`src/rtl/pokey_audio_core.sv`:
```
// POKEY-style audio core: tick-enabled prescalers, per-channel dividers, poly noise, registered mix.
// Define POKEY_AUDIO_PWM_EN to add a 1-bit PWM rendering of the mix on pwm_out.
module pokey_audio_core #(
  parameter int unsigned NUM_CHAN = 4,
  parameter int unsigned FREQ_W   = 8,
  parameter int unsigned DIV179   = 15,
  parameter int unsigned DIV64    = 422,
  parameter int unsigned DIV16    = 1688,
  localparam int unsigned MixW    = 4 + $clog2(NUM_CHAN)
) (
  input  logic                  mainClock,
  input  logic                  init,
  input  logic                  wr_en,
  input  logic [4:0]            wr_addr,
  input  logic [15:0]           wr_data,
  output logic [NUM_CHAN-1:0]   audio,
  output logic [4*NUM_CHAN-1:0] vol,
`ifdef POKEY_AUDIO_PWM_EN
  output logic                  pwm_out,
`endif
  output logic [MixW-1:0]       mix
);

  localparam int unsigned W179 = $clog2(DIV179 + 1);
  localparam int unsigned W64  = $clog2(DIV64 + 1);
  localparam int unsigned W16  = $clog2(DIV16 + 1);

  logic [W179-1:0] pre179_q;
  logic [W64-1:0]  pre64_q;
  logic [W16-1:0]  pre16_q;
  logic            tick179, tick64, tick16;

  logic [FREQ_W-1:0] audf_q [NUM_CHAN];
  logic [7:0]        audc_q [NUM_CHAN];
  logic              ctl_poly9_q, ctl_slow_q;
  logic [NUM_CHAN-1:0] fastmask_q;

  logic [3:0]  poly4_q;
  logic [4:0]  poly5_q;
  logic [8:0]  poly9_q;
  logic [16:0] poly17_q;
  logic        noise_msb;

  logic [FREQ_W-1:0]   cnt_q [NUM_CHAN];
  logic [FREQ_W-1:0]   cnt_d [NUM_CHAN];
  logic [NUM_CHAN-1:0] sel_tick, pulse, audio_d, audio_q;
  logic [MixW-1:0]     mix_d, mix_q;

  logic [2:0] wr_chan;
  logic [1:0] wr_sel;
  logic       unused_wr;

  always_comb begin
    wr_chan   = wr_addr[4:2];
    wr_sel    = wr_addr[1:0];
    unused_wr = ^wr_data;
    tick179   = (pre179_q == W179'(DIV179 - 1));
    tick64    = (pre64_q == W64'(DIV64 - 1));
    tick16    = (pre16_q == W16'(DIV16 - 1));
    noise_msb = ctl_poly9_q ? poly9_q[8] : poly17_q[16];
  end

  always_ff @(posedge mainClock) begin
    if (init) begin
      pre179_q <= '0;
      pre64_q  <= '0;
      pre16_q  <= '0;
    end else begin
      pre179_q <= tick179 ? '0 : pre179_q + 1'b1;
      pre64_q  <= tick64 ? '0 : pre64_q + 1'b1;
      pre16_q  <= tick16 ? '0 : pre16_q + 1'b1;
    end
  end

  // Writes landing with init are dropped; out-of-range channels match no slot.
  always_ff @(posedge mainClock) begin
    if (init) begin
      for (int i = 0; i < NUM_CHAN; i++) begin
        audf_q[i] <= '0;
        audc_q[i] <= '0;
      end
      ctl_poly9_q <= 1'b0;
      ctl_slow_q  <= 1'b0;
      fastmask_q  <= '0;
    end else if (wr_en) begin
      case (wr_sel)
        2'd0: begin
          for (int i = 0; i < NUM_CHAN; i++) begin
            if (wr_chan == 3'(i)) audf_q[i] <= wr_data[FREQ_W-1:0];
          end
        end
        2'd1: begin
          for (int i = 0; i < NUM_CHAN; i++) begin
            if (wr_chan == 3'(i)) audc_q[i] <= wr_data[7:0];
          end
        end
        2'd2: begin
          ctl_poly9_q <= wr_data[7];
          ctl_slow_q  <= wr_data[0];
        end
        default: fastmask_q <= wr_data[NUM_CHAN-1:0];
      endcase
    end
  end

  always_ff @(posedge mainClock) begin
    if (init) begin
      poly4_q  <= '1;
      poly5_q  <= '1;
      poly9_q  <= '1;
      poly17_q <= '1;
    end else if (tick179) begin
      poly4_q  <= {poly4_q[2:0], poly4_q[3] ^ poly4_q[2]};
      poly5_q  <= {poly5_q[3:0], poly5_q[4] ^ poly5_q[2]};
      poly9_q  <= {poly9_q[7:0], poly9_q[8] ^ poly9_q[4]};
      poly17_q <= {poly17_q[15:0], poly17_q[16] ^ poly17_q[11]};
    end
  end

  // Pulses evaluate the AUDC value held before any same-cycle write.
  always_comb begin
    for (int i = 0; i < NUM_CHAN; i++) begin
      sel_tick[i] = fastmask_q[i] ? tick179 : (ctl_slow_q ? tick16 : tick64);
      pulse[i]    = sel_tick[i] && (cnt_q[i] == '0);
      cnt_d[i]    = cnt_q[i];
      if (sel_tick[i]) cnt_d[i] = pulse[i] ? audf_q[i] : cnt_q[i] - 1'b1;
      audio_d[i] = audio_q[i];
      if (audc_q[i][4]) begin
        audio_d[i] = 1'b1;
      end else if (pulse[i] && (audc_q[i][7] || poly5_q[4])) begin
        if (audc_q[i][5]) audio_d[i] = ~audio_q[i];
        else              audio_d[i] = audc_q[i][6] ? poly4_q[3] : noise_msb;
      end
    end
  end

  always_comb begin
    mix_d = '0;
    for (int i = 0; i < NUM_CHAN; i++) begin
      if (audio_q[i]) mix_d = mix_d + MixW'(audc_q[i][3:0]);
    end
  end

  always_ff @(posedge mainClock) begin
    if (init) begin
      for (int i = 0; i < NUM_CHAN; i++) cnt_q[i] <= '0;
      audio_q <= '0;
      mix_q   <= '0;
    end else begin
      for (int i = 0; i < NUM_CHAN; i++) cnt_q[i] <= cnt_d[i];
      audio_q <= audio_d;
      mix_q   <= mix_d;
    end
  end

  always_comb begin
    audio = audio_q;
    mix   = mix_q;
    for (int i = 0; i < NUM_CHAN; i++) vol[4*i +: 4] = audc_q[i][3:0];
  end

`ifdef POKEY_AUDIO_PWM_EN
  logic [MixW-1:0] pwm_ctr_q;
  logic            pwm_q;

  always_ff @(posedge mainClock) begin
    if (init) begin
      pwm_ctr_q <= '0;
      pwm_q     <= 1'b0;
    end else begin
      pwm_ctr_q <= pwm_ctr_q + 1'b1;
      pwm_q     <= (pwm_ctr_q < mix_q);
    end
  end

  always_comb pwm_out = pwm_q;
`endif

endmodule

```
`config.mk`:
```
export PLATFORM = sky130hd
export DESIGN_NAME = pokey_audio_core
export DESIGN_NICKNAME = d
export VERILOG_FILES = /design/src/rtl/pokey_audio_core.sv
export SDC_FILE = /design/constraint.sdc
export NUM_CORES = 1
export LEC_CHECK = 0
export BUFFER_PORTS_ARGS = -buffer_cell sky130_fd_sc_hd__buf_4
export CAP_MARGIN = 20
export CORE_ASPECT_RATIO = 1.75
export CORE_MARGIN = 10
export CORE_UTILIZATION = 60
export DETAILED_ROUTE_END_ITERATION = 6
export PLACE_DENSITY_LB_ADDON = 0.12
export SYNTH_ARGS = -nofsm -noshare
export SYNTH_HDL_FRONTEND = slang
export SYNTH_SLANG_ARGS = --single-unit
```
`constraint.sdc`:
```
create_clock -name mainClock -period 4.5 [get_ports mainClock]
set_clock_uncertainty 0.05 [all_clocks]
set_input_delay 0.225 -clock mainClock [delete_from_list [all_inputs] [get_ports mainClock]]
set_output_delay 0.225 -clock mainClock [all_outputs]
set_load 0.005 [all_outputs]
```
Word-level counts from Yosys, hierarchy flattened
Memory sizes are Yosys's and may differ from the RTL's.
Index checks and enable logic that the tools add are counted.
- $add $sub $neg: 10
- equal/unequal tests: 8
- muxes and demuxes: 85
- bitwise gates (word level): 21
- reductions and logical operators: 28
- operator list (cell ; count):
    $mux W8 ; 20
    $mux W1 ; 61
    $logic_not A8 Y1 ; 4
    $sub A8 B1 Y8 const B ; 4
    $add A6 B4 Y6 ; 3
    $mux W6 ; 3
    $or A1 B1 Y1 ; 12
    $add A11 B1 Y11 const B ; 1
    $eq A11 B11 Y1 const B ; 1
    $add A9 B1 Y9 const B ; 1
    $eq A9 B9 Y1 const B ; 1
    $logic_and A1 B1 Y1 ; 8
    $reduce_bool A2 Y1 ; 4
    $eq A3 B2 Y1 const B ; 2
    $reduce_or A2 Y1 ; 3
    $not A1 Y1 ; 5
    $add A4 B1 Y4 const B ; 1
    $eq A4 B4 Y1 const B ; 1
    $logic_or A1 B1 Y1 ; 4
    $mux W4 ; 1
    $reduce_and A2 Y1 ; 2
    $xor A1 B1 Y1 ; 4
    $eq A3 B1 Y1 const B ; 1
    $logic_not A3 Y1 ; 1
    other kinds (4) ; 4
- flip-flop bits (word level): 75
- memory bits (writable): 96
- input port bits: 24
- output and inout bits: 26
- logic and storage cells: 170
- memories kept: 3
- memory list (memory ; words ; width ; rd ports ; clocked after memory_dff ; write ports ; RTL line ; source):
    audc_q ; 4 ; 8 ; 4 ; 0 ; 4 ; 34 ; logic [7:0] audc_q [NUM_CHAN];
    audf_q ; 4 ; 8 ; 4 ; 0 ; 4 ; 33 ; logic [FREQ_W-1:0] audf_q [NUM_CHAN];
    cnt_q ; 4 ; 8 ; 4 ; 0 ; 4 ; 44 ; logic [FREQ_W-1:0] cnt_q [NUM_CHAN];

Logic depth before layout (Yosys ltp)
An unclocked memory read counts as a cell.
- word-level depth: 8
- depth in mapped cells: 17
- gate-level depth less buffers: 17

Worst setup path after synthesis
Ideal clock, no wire load.
- path kind: register to register
- start point: register audio_q[0] (netlist: audio[0])
- end point: register mix_q[5] (netlist: mix[5])
- setup time: 0.132 ns
- arrival time: 3.458 ns
- data required time: 4.318 ns
- setup slack: 0.860 ns
- cell stages (with the launch flop): 18
- path buffers: 0
- clock period less this slack: 3.640 ns
- path through: dfxtp_1 and2_1 ha_1 inv_1 fa_1 nor2b_1 nand3b_1 xor2_1 ha_1 a21oi_1 xnor2_1 mux2_2 ha_1 and3_1 a221oi_1 nor3_1 o21ai_0 a21oi_1
- cells in the longest elaborated chain, start to end: 7
- RTL lines (element ; RTL line ; source):
    start: declaration ; 46 ; logic [NUM_CHAN-1:0] sel_tick, pulse, audio_d, audio_q;
    start signal: assignment ; 151 ; audio_q <= audio_d;
    $mux W4 * ; 140 ; if (audio_q[i]) mix_d = mix_d + MixW'(audc_q[i][3:0]);
    $add A6 B4 Y6 ; 140 ;
    $mux W6 * ; 140 ;
    $add A6 B4 Y6 ; 140 ;
    $mux W6 * ; 140 ;
    $add A6 B4 Y6 ; 140 ;
    $mux W6 * ; 140 ;
    end signal: assignment ; 152 ; mix_q <= mix_d;
    end: declaration ; 47 ; logic [MixW-1:0] mix_d, mix_q;
Mark *: on every way between the ends. The rest lies on a longest branch, timed or not.
A chain may end at the register's enable or synchronous reset.

Final worst setup path
Ends and elaborated chain as after synthesis.

==> run_results.csv <==
group,metric,value,unit
die,initial_core_util,0.608,
pwr,power_frac_comb,0.113,
drt,wl_met3,917,um
clocking,cts_sinks,171,
pwr,seq_power_share,0.482,
placed_design,dp_hpwl,12.9,mm
global_route,grt_pass1_wl,29.5,mm
clocking,postCtsHoldBufs,0,
pwr,switching_power,0.973,mW
die,die-width,108,um
drt,post-route-drc-count,0,
finish,final_common_cell,"nand2_1",
pwr,clock_power_share,0.405,
finish,diodes,0,
timing,tightestPinTransition,0.976,ns
timing,setup-tns-final,0,ns
pwr,total_power,3.56,mW
critical_path,start_kind,"flop",
global_route,grt_overflow,0,
yosys,avgSynthCellArea,9.67,um2
drt,topRoutingLayerUsed,"met4",
min_path,hold_path.class,"in2reg",
global_route,grt_max_degree,56,
drt,wl_per_cell,17.1,um
drt,met1_length,6.66,mm
clocking,clk_pin_slew_worst_paths,0.07,ns
yosys,ys.flop_type,"dfxtp_1",
finish,drive_gt1_frac,0.128,
yosys,yosysWarnings,0,
drt,met2_length,9.78,mm
status,status,"finished clean",
critical_path,cp.required,4.74,ns
drt,antenna_left,0,
yosys,ys_async_sr_fraction,0,
die,die_area,18800,um2
clocking,cts_tree,"done",
pwr,ir_drop,0.270,mV
finish,nets,913,
timing,fmaxAchievable,243,MHz
placed_design,port_buffers,41,
timing,finalHoldViolations,0,
pwr,p_per_area,392,nW/um2
global_route,antenna_found_initial,0,
yosys,syn_inst,841,
drt,wl,18.0,mm
drt,vias,6251,
yosys,seq_area_frac_synth,0.499,
die,rows,56,
placed_design,gp_congestion,0.860,
die,core,13400,um2
pwr,power.internal,2.59,mW
timing,fin_crit,4.12,ns
global_route,gr-usage-all-layers,0.195,
critical_path,critical_path.max_fanout,8,
pwr,leakage,3.63,nW
run,timing.max_cap.violations,0,
drt,drt_iter0_drc,262,
critical_path,worstSetupEndpointType,"flop",
clocking,clock_latency,0.43,ns
critical_path,worstPathArrival,4.36,ns
pwr,switching_share,0.273,
global_route,grt_pass1_vias,6280,
timing,post-route-period-util,0.916,
timing,rsz0062_at_grt,"false",
timing,maxSlewHeadroom,0.342,
die,fp.dieH,174,um
die,ios,50,
clocking,cts.path.max_buffers,2,
timing,setup_violations,0,
timing,drv_slew,0,
yosys,syn-cell-area,8140,um2
yosys,synth_edf_count,64,
yosys,ys_ff_latch,171,
yosys,synth_cell_types,74,
clocking,cts_root_buf,"clkbuf_16",
yosys,synthesis.nets,889,
finish,mostFrequentLayoutCells,"nand2_1 (109), dfxtp_1 (107), nor2_1 (73), and2_1 (68), edfxtp_1 (64)",
clocking,postCtsSetupRepairBufs,0,
drt,routed_via_density,5.94,
finish,syn_to_final_growth,11.6,%
clocking,h-tree-depth,4,
clocking,cts_made_buffers,17,
drt,drtPass1Iterations,4,
critical_path,critPathKind,"reg2reg",
[flip-flops by register name, indices dropped and copies added, names as in the netlist, 4 cells and up]
name        count
fastmask_q      4
poly5_q         5
poly9_q         9
pre179_q        4
mix             6
poly17_q       17
audio           4
pre16_q        11
audc_q         32
poly4_q         4
audf_q         32
cnt_q          32
pre64_q         9
[logic make-up after synthesis]
group,count (synthesis),share of synthesized area
compound gates,144,0.118
xor+xnor,26,0.0298
fa+ha+maj,25,0.0409
buf+inv,74,0.0472
flops,171,0.499
mux,22,0.0286
simple gates,379,0.236
[synth_stat cells, drive strengths merged (3+ instances only)]
library cell	count	area share
mux2	10	0.014
o41ai	4	0.0043
dfxtp	107	0.26
o31a	4	0.0049
a31oi	3	0.0023
o31ai	9	0.0089
nand2b	7	0.0054
inv	27	0.012
and3	12	0.0095
nor3b	4	0.0037
mux2i	12	0.015
nor3	18	0.011
edfxtp	64	0.24
a221oi	4	0.0043
clkbuf	24	0.015
o21ai	33	0.020
or3	10	0.0077
nor4	12	0.012
ha	21	0.032
a211oi	10	0.0092
xor2	9	0.0097
nand4b	3	0.0032
nor2b	4	0.0031
o311ai	5	0.0063
buf	23	0.020
a21oi	40	0.025
xnor2	16	0.017
nand3	41	0.025
a21o	4	0.0037
nor2	73	0.034
o211ai	9	0.0083
a311oi	4	0.0043
or4	6	0.0060
fa	3	0.0074
nand2	109	0.050
and2	68	0.052
[final timing paths]
check,end,cells past startpoint,slack [ns],start
worst min register to register,poly9_q[7],2,0.42,poly9_q[7]
worst min-delay path,ctl_poly9_q,3,0.09,wr_data[7]
worst max-delay path,mix[5],16,0.38,audio[0]
worst max register to register,mix[5],16,0.38,audio[0]
[critical path: stages, from the launching register on]
cell and delay [ns]:
dfxtp_1 0.47, and2_1 0.19, ha_1 0.18, inv_1 0.06, fa_1 0.43, mux2i_1 0.35, ha_1 0.31, a21o_1 0.20
a21oi_1 0.19, xnor2_1 0.10, mux2_2 0.29, ha_1 0.32, and3_1 0.20, a221oi_2 0.32, nor3_1 0.09, o21ai_0 0.16
a21oi_1 0.09
[per-layer routing]
metal / track usage / up-vias
met1: 0.201 / 3021
met3: 0.0515 / 46
li1: - / 3024
met2: 0.350 / 160
met5: 0 / -
met4: 0.0900 / 0
[through the flow]
stage                     std cells  area, um2  hold slack [ns]  utilization  worst slack (ns)
after floorplan                 841       8140            0.319            -             0.860
final                          1052       9080           0.0936        0.678             0.377
after detailed placement       1016       8430            0.406        0.630             0.289
after CTS                      1048       9030           0.0811        0.674             0.275
after global routing           1052       9080            0.117        0.678             0.109
after global placement         1015       8420            0.392        0.629             0.514
[repair_timing]
action,CTS,global route
hold endpoints to repair,0,0
setup endpoints to repair,0,1
gates resized for setup,0,1
[area by class of cell]
cell class	count	area [um2]
multi-input cells	596	3690
repair buffers	52	405
fillers	1077	4310
inverters	27	101
clock buffers	17	425
flip-flops and latches	171	4060
clock inverters	15	169
well taps	174	218
[power groups by stage]
stage,Clock (mW),Sequential (mW),Combinational (mW)
after floorplan,0,1.73,0.287
final,1.44,1.72,0.402
after detailed placement,0,1.75,0.397
after global placement,0,1.75,0.377
after global routing,1.54,1.72,0.442
after CTS,1.46,1.72,0.398
Note: power is estimated with default switching activity, not from simulation.
